`config.mk`:
```
export PLATFORM = sky130hd
export DESIGN_NAME = console_uart
export DESIGN_NICKNAME = d
export VERILOG_FILES = /design/src/rtl/console_uart.sv
export SDC_FILE = /design/constraint.sdc
export NUM_CORES = 1
export LEC_CHECK = 0
export ABC_AREA = 1
export BUFFER_PORTS_ARGS = -buffer_cell sky130_fd_sc_hd__clkbuf_2
export CORE_MARGIN = 2
export CORE_UTILIZATION = 50
export CTS_CLUSTER_DIAMETER = 100
export DETAILED_ROUTE_END_ITERATION = 6
export PLACE_DENSITY_LB_ADDON = 0.15
export SLEW_MARGIN = 25
export SYNTH_ARGS = -nofsm -noshare
export SYNTH_HDL_FRONTEND = slang
export SYNTH_SLANG_ARGS = --single-unit
```
`constraint.sdc`:
```
create_clock -name CLK -period 6.1 [get_ports CLK]
set_input_delay 0 -clock CLK [delete_from_list [all_inputs] [get_ports CLK]]
set_output_delay 0 -clock CLK [all_outputs]
set_load 0.01 [all_outputs]
```
`src/rtl/console_uart.sv`:
```
// Console UART: CPU bytes go through a TX FIFO and out as 8N1 on TXD. 8N1 on RXD lands in a one-byte holding register.
// TXD falls 2 edges after a write into an empty FIFO. CRDY drops only while the FIFO is full. RX drops a byte and flags it when the holding reg is occupied.
module console_uart #(
  parameter int CLKS_PER_BIT      = 434,
  parameter int TX_FIFO_DEPTH_POW = 4
) (
  input  logic       CLK,
  input  logic       RESET_N,
  input  logic [7:0] COUT,
  input  logic       CWR,
  output logic       CRDY,
  output logic [7:0] CIN,
  output logic       CRDA,
  input  logic       CACK,
  input  logic       RXD,
  output logic       TXD,
  output logic       RX_OVERRUN,
  output logic       FRAME_ERR
);

  localparam int DEPTH = 2 ** TX_FIFO_DEPTH_POW;
  localparam int PW    = TX_FIFO_DEPTH_POW;
  localparam int CW    = $clog2(CLKS_PER_BIT);
  localparam logic [CW-1:0] BIT_LAST   = CW'(CLKS_PER_BIT - 1);
  localparam logic [CW-1:0] HALF_LAST  = CW'(CLKS_PER_BIT / 2 - 1);
  localparam logic [PW:0]   FULL_COUNT = (PW + 1)'(DEPTH);

  typedef enum logic [1:0] {IDLE, START, DATA, STOP} uart_state_t;

  logic [7:0]  fifo_mem [DEPTH];
  logic [PW-1:0] wr_ptr, rd_ptr;
  logic [PW:0] fifo_count, fifo_count_nxt;
  logic        push, pop, fifo_empty;

  uart_state_t tx_state;
  logic [CW-1:0] tx_cnt;
  logic [2:0]  tx_idx;
  logic [7:0]  tx_sh;
  logic        tx_bit_end;

  uart_state_t rx_state;
  logic [CW-1:0] rx_cnt;
  logic [2:0]  rx_idx;
  logic [7:0]  rx_sh;
  logic        rx_s1, rx_s2, rx_bit_end;

  assign fifo_empty = (fifo_count == '0);
  assign push       = CWR && CRDY;
  assign tx_bit_end = (tx_cnt == BIT_LAST);
  assign rx_bit_end = (rx_cnt == BIT_LAST);
  // The next byte is taken either from idle or at the final stop-bit edge, so frames run back to back.
  assign pop = !fifo_empty && ((tx_state == IDLE) || (tx_state == STOP && tx_bit_end));

  always_comb begin
    fifo_count_nxt = fifo_count;
    case ({push, pop})
      2'b10:   fifo_count_nxt = fifo_count + (PW + 1)'(1);
      2'b01:   fifo_count_nxt = fifo_count - (PW + 1)'(1);
      default: fifo_count_nxt = fifo_count;
    endcase
  end

  always_ff @(posedge CLK) begin
    if (push) fifo_mem[wr_ptr] <= COUT;
  end

  always_ff @(posedge CLK) begin
    if (!RESET_N) begin
      wr_ptr     <= '0;
      rd_ptr     <= '0;
      fifo_count <= '0;
      CRDY       <= 1'b0;
    end else begin
      if (push) wr_ptr <= wr_ptr + PW'(1);
      if (pop)  rd_ptr <= rd_ptr + PW'(1);
      fifo_count <= fifo_count_nxt;
      CRDY       <= (fifo_count_nxt != FULL_COUNT);
    end
  end

  always_ff @(posedge CLK) begin
    if (!RESET_N) begin
      tx_state <= IDLE;
      tx_cnt   <= '0;
      tx_idx   <= '0;
      tx_sh    <= '0;
      TXD      <= 1'b1;
    end else begin
      case (tx_state)
        IDLE: begin
          TXD    <= 1'b1;
          tx_cnt <= '0;
          if (pop) begin
            tx_sh    <= fifo_mem[rd_ptr];
            tx_state <= START;
          end
        end
        START: begin
          TXD <= 1'b0;
          if (tx_bit_end) begin
            tx_cnt   <= '0;
            tx_idx   <= '0;
            tx_state <= DATA;
          end else begin
            tx_cnt <= tx_cnt + CW'(1);
          end
        end
        DATA: begin
          TXD <= tx_sh[0];
          if (tx_bit_end) begin
            tx_cnt <= '0;
            tx_sh  <= {1'b0, tx_sh[7:1]};
            tx_idx <= tx_idx + 3'd1;
            if (tx_idx == 3'd7) tx_state <= STOP;
          end else begin
            tx_cnt <= tx_cnt + CW'(1);
          end
        end
        STOP: begin
          TXD <= 1'b1;
          if (tx_bit_end) begin
            tx_cnt <= '0;
            if (pop) begin
              tx_sh    <= fifo_mem[rd_ptr];
              tx_state <= START;
            end else begin
              tx_state <= IDLE;
            end
          end else begin
            tx_cnt <= tx_cnt + CW'(1);
          end
        end
        default: tx_state <= IDLE;
      endcase
    end
  end

  always_ff @(posedge CLK) begin
    if (!RESET_N) begin
      rx_s1      <= 1'b1;
      rx_s2      <= 1'b1;
      rx_state   <= IDLE;
      rx_cnt     <= '0;
      rx_idx     <= '0;
      rx_sh      <= '0;
      CIN        <= '0;
      CRDA       <= 1'b0;
      RX_OVERRUN <= 1'b0;
      FRAME_ERR  <= 1'b0;
    end else begin
      rx_s1      <= RXD;
      rx_s2      <= rx_s1;
      RX_OVERRUN <= 1'b0;
      FRAME_ERR  <= 1'b0;
      // An acknowledge clears CRDA unless a delivery below sets it again on the same edge.
      if (CACK) CRDA <= 1'b0;
      case (rx_state)
        IDLE: begin
          rx_cnt <= '0;
          if (!rx_s2) rx_state <= START;
        end
        START: begin
          if (rx_cnt == HALF_LAST) begin
            rx_cnt   <= '0;
            rx_idx   <= '0;
            rx_state <= rx_s2 ? IDLE : DATA;
          end else begin
            rx_cnt <= rx_cnt + CW'(1);
          end
        end
        DATA: begin
          if (rx_bit_end) begin
            rx_cnt <= '0;
            rx_sh  <= {rx_s2, rx_sh[7:1]};
            rx_idx <= rx_idx + 3'd1;
            if (rx_idx == 3'd7) rx_state <= STOP;
          end else begin
            rx_cnt <= rx_cnt + CW'(1);
          end
        end
        STOP: begin
          if (rx_bit_end) begin
            rx_cnt   <= '0;
            rx_state <= IDLE;
            if (!rx_s2) begin
              FRAME_ERR <= 1'b1;
            end else if (!CRDA || CACK) begin
              CIN  <= rx_sh;
              CRDA <= 1'b1;
            end else begin
              RX_OVERRUN <= 1'b1;
            end
          end else begin
            rx_cnt <= rx_cnt + CW'(1);
          end
        end
        default: rx_state <= IDLE;
      endcase
    end
  end

endmodule

```
; ---- Word-level counts from Yosys, hierarchy flattened
; Memories as Yosys holds them, arrays and structs flattened. A register that Yosys moved wholly into a read port is not among the register bits.
; Cells that the tools add are included.
[op_classes]
add_sub_neg = 8
eq_ne = 24
n_mux = 42
reduce_logical = 25
[ops]
columns = cell, count
row1 = $mux W9, 3
row2 = $pmux W9 S3, 1
row3 = $mux W8, 3
row4 = $pmux W8 S3, 1
row5 = $mux W2, 11
row6 = $ne A2 B2 Y1 const B, 10
row7 = $add A9 B1 Y9 const B, 2
row8 = $eq A9 B9 Y1 const B, 2
row9 = $pmux W9 S2, 1
row10 = $pmux W2 S4, 2
row11 = $mux W3, 4
row12 = $pmux W3 S2, 2
row13 = $reduce_and A3 Y1, 4
row14 = $eq A2 B2 Y1 const B, 5
row15 = $mux W1, 10
row16 = $pmux W5 S2, 1
row17 = $reduce_and A5 Y1, 2
row18 = $eq A9 B8 Y1 const B, 1
row19 = $add A4 B1 Y4 const B, 2
row20 = $mux W4, 2
row21 = $reduce_and A4 Y1, 2
row22 = $add A3 B1 Y3 const B, 2
row23 = $eq A2 B1 Y1 const B, 3
row24 = $eq A3 B3 Y1 const B, 2
row25 = other kinds (14), 21
[word_totals]
regBits = 72
ramBits = 128
input_bits = 13
out_inout_bits = 13
wordCells = 119
mem_count = 1
[mem_list]
columns = memory, words, width, rd, rd_ports_with_merged_regs, write_ports, line
row1 = fifo_mem, 16, 8, 1, 1, 1, 30  ; logic [7:0] fifo_mem [DEPTH];

; ---- Depth between registers and ports, before layout
[depth]
depth_word = 7
mapped_depth = 21
ltp_nobuf = 21

; ---- Worst setup path after synthesis
; Ideal clock, no wire load.
[synth_path]
kind = reg-to-reg
from = register tx_state[0]
to = register CRDY
setup_ns = 0.113
arrival_ns = 2.341
slack_ns = 3.646
stages_incl_launch_ff = 22
path_cell_list = dfxtp_1 -> inv_1 -> ha_1 -> inv_1 -> nand2_1 -> nand2_1 -> inv_1 -> nand2_4 -> inv_1 -> ha_1 -> xor2_1 -> ha_1 -> a21oi_1 -> inv_1 -> nand3_1 -> nand2_1 -> nand3_1 -> nand2_1 -> nand2_1 -> nand2_1 -> nand2_1 -> nand2_1
[synth_between]
elab_chain_cells = 7
[synth_rtl]
columns = item, line
row1 = from (decl), 35  ; uart_state_t tx_state;
row2 = from (signal assigned), 83  ; tx_state <= IDLE;
row3 = from (signal assigned), 95  ; tx_state <= START;
row4 = from (signal assigned), 103  ; tx_state <= DATA;
row5 = $eq A2 B2 Y1, 52  ; assign pop = !fifo_empty && ((tx_state == IDLE) || (tx_state == STOP && tx_bit_end));
row6 = $logic_and A1 B1 Y1, 52
row7 = $logic_or A1 B1 Y1 *, 52
row8 = $logic_and A1 B1 Y1 *, 52
row9 = $eq A2 B1 Y1 / $eq A2 B2 Y1 (equally long branches), 56  ; case ({push, pop})
row10 = $pmux W5 S2 *, 56
row11 = $ne A5 B5 Y1 *, 77  ; CRDY <= (fifo_count_nxt != FULL_COUNT);
row12 = to (signal assigned), 77
row13 = to (decl), 11  ; output logic CRDY,
; Every way passes the cells marked *; elsewhere a longest branch is shown, timed or not.
; A chain may end at the register's enable or synchronous reset.

; ---- Final worst setup path
; Same ends and word-level chain as after synthesis.

==> flow_metrics.tcl <==
set metrics [dict create \
    async_reset_ff_share_pct 0 \
    cts_num_sinks 204 \
    violations "hold timing" \
    synthTopCellsByArea "edfxtp_1, dfxtp_1, nor2_1" \
    grtUsageTotal_pct 19.6 \
    rsz0062_at_grt "no" \
    dieArea_sq_um 18500 \
    drt_iter0_drc 475 \
    crit_family "simple AND/OR/NAND/NOR gates" \
    avgSynthCellArea_sq_um 9.88 \
    period_needed_ps 2810 \
    synth_ff_type "edfxtp_1" \
    worst-path-buf-inv 5 \
    finalSetupViolCount 0 \
    dr.pass1.iters 5 \
    arrival_ps 3190 \
    seq_area_sq_um 5370 \
    maxSlewViolCount 0 \
    critPathRequiredTime_ps 6490 \
    post-dp-hpwl_um 10800 \
    hold_depth 1 \
    netlist_area_sq_um 8710 \
    grt_pass1_vias 5564 \
    cts_resized 0 \
    hold_slack_ps -2.78 \
    total_power_w 0.00368 \
    die_x_um 136 \
    synth_area_leader_cell "edfxtp_1" \
    cp_common_cell "nand2_1" \
    viasPerCell 5.24 \
    vias 5975 \
    clkTransAtPathRegs_ps 60 \
    std_cell_rows 48 \
    synth_seq_area_share_pct 61.6 \
    synth_most_common_cell "nor2_1" \
    leakage_nw 3.57 \
    root_buffer "clkbuf_16" \
    fin_setup_tns_ps 0 \
    r2r-end "CRDY" \
    critical_path.max_stage_delay_ps 420 \
    drive_gt1_share_pct 8.95 \
    max_slew_margin_pct 41.6 \
    status "finished, violations left" \
    hp-start "COUT[2]" \
    core-area_sq_um 17200 \
    initial_utilization_pct 50.7 \
    r2r_slack_ps 3290 \
    overflow 0 \
    io_buffers 25 \
    syn_inst 881 \
    wl_per_cell_um 15.5 \
    gp_congestion 0.847 \
    cts_htree_levels 1 \
    critPathKind "flop to flop" \
    final_nets 940 \
    grt_antenna_before_repair 0 \
    chipHeight_um 136 \
    grt_max_degree 50 \
    clockBufferDepth 3 \
    synthTopCellsByCount "nor2_1, edfxtp_1, nand2_1, dfxtp_1, nand3_1" \
    critPathMaxFanout 6 \
    yosysUniqueCellTypes 42 \
    worst_pin_slew_ps 872 \
    syn_nets 917 \
    hp-class "input port to flop" \
    rr_worst_depth 21 \
    finalCritPeriodShare_pct 46.0 \
    filler_cell_count 1557 \
    cap_violations 0 \
    path_cells "inv_1, ha_1, inv_1, nand2_1, nand2_1, inv_1, nand2_4, inv_1, ha_1, xor2_1, ha_1, a21oi_1, inv_1, nand3_1, nand2_1, nand3_1, nand2_1, nand2_1, nand2_1, nand2_1, nand2_1" \
    num_antenna_cells 0 \
    post-route-drc-count 0 \
    synth_top_area_share_pct 44.1 \
    insertion_delay_ps 490 \
    ys_warn_count 0 \
    crit_path_end_kind "flop" \
    cts_setup_buffers 0 \
    grt_pass1_wl_um 28300 \
    whs_endpoint "fifo_mem[10][2]" \
    multiInputGateArea_sq_um 2900 \
    hold_viol 1 \
    drt_wl_total_um 17700 \
    syn_to_final_growth_pct 11.4 \
    cts_made_buffers 22 \
    ioPinCount 26 \
    fmax_mhz 356 \
    ant_nets 0 \
    slowest_stage "dfxtp_1" \
    cp-start-kind "flop" \
    cts_tree "yes" \
    synth_edf_count 128 \
    finClkSkew_ps 7.17 \
    power_density_nw_per_um2 379 \
    ys_ff_latch 204 \
    worst_ir_drop_vdd_v 0.000271 \
    regToRegStartpoint "tx_state[0]" \
]
[cell families after synthesis]
| group | count (synthesis) | share of synthesized area [%] |
|---|---|---|
| fa+ha+maj | 23 | 3.30 |
| xor+xnor | 13 | 1.31 |
| simple gates | 393 | 19.7 |
| buf+inv | 107 | 5.06 |
| compound gates | 140 | 8.95 |
| flops | 204 | 61.6 |
| mux | 1 | 0.115 |
[placed cells by master (no fill, tap or decap), types with 4 or more instances in the layout]
master,Yosys,routed
nand2_4,4,4
dlygate4sd3_1,0,8
nor2_1,151,151
nand2_1,128,128
clkbuf_16,0,24
a21oi_1,46,46
dfxtp_1,76,75
or2_2,5,5
clkbuf_1,17,5
nor3_1,9,9
edfxtp_1,128,128
inv_2,3,4
clkbuf_2,2,25
nand4_1,10,10
xor2_1,10,10
o211ai_1,15,15
o21ai_0,69,69
nand3_1,72,72
ha_1,23,23
inv_1,67,66
[power breakdown]
part	internal [W]	total, W	switching (W)	leakage (nW)
sequential	0.00156	0.00164	0.0000831	1.77
combinational	0.000276	0.000811	0.000536	1.48
clock	0.000724	0.00123	0.000503	0.326
total	0.00256	0.00368	0.00112	3.57
[stage by stage]
step	setup slack [ps]	instances	utilization [%]	instance area, sq um
floorplan	3650	881	-	8710
global placement	3500	1097	52.2	8960
detailed placement	3350	1097	52.2	8960
CTS	3330	1141	56.5	9700
global route	3010	1141	56.5	9700
finish	3290	1141	56.5	9700
[registers in the layout, indices dropped and copies added (netlist names), 5 cells and up, named ones only]
signal / count
CIN: 8
tx_sh: 8
rx_cnt: 9
rx_sh: 8
fifo_count: 5
tx_cnt: 9
fifo_mem: 128
[final cells by class]
type | count | area share [%]
repair buffers | 35 | 2.27
inverters | 71 | 2.76
flip-flops and latches | 204 | 55.3
clock buffers | 31 | 6.60
multi-input cells | 570 | 29.9
clock inverters | 5 | 0.219
well taps | 225 | 2.90
[metal layers]
metal  vias up  wire length, um  track usage, %
li1       3030                -               -
met1      2787             8180            27.1
met2       128             8420            32.5
met3        30              828            2.80
met4         0              315            5.15
met5         -                0               0
[how the worst max path moves through the flow]
stage | start | endpoint | slack (ps) | depth (start not counted)
after global routing | tx_state[0] | CRDY | 3010 | 21
after global placement | tx_state[0] | CRDY | 3500 | 21
after detailed placement | tx_state[0] | CRDY | 3350 | 21
after CTS | tx_state[0] | CRDY | 3330 | 21
final | tx_state[0] | CRDY | 3290 | 21
after floorplan | tx_state[0] | CRDY | 3650 | 21
[worst register-to-register path, cell delays in order (launching register included)]
cell and delay, ps:
dfxtp_1 420, inv_1 110, ha_1 230, inv_1 130
nand2_1 70, nand2_1 60, inv_1 60, nand2_4 90
inv_1 90, ha_1 250, xor2_1 180, ha_1 190
a21oi_1 180, inv_1 100, nand3_1 90, nand2_1 70
nand3_1 90, nand2_1 70, nand2_1 60, nand2_1 50
nand2_1 50, nand2_1 50
[repair_timing]
item | 4_1_cts | 5_1_grt
hold buffers | 8 | 0
endpoints found under the setup margin | 0 | 0
hold endpoints to repair | 84 | 0
(Power assumes the default switching activity.)
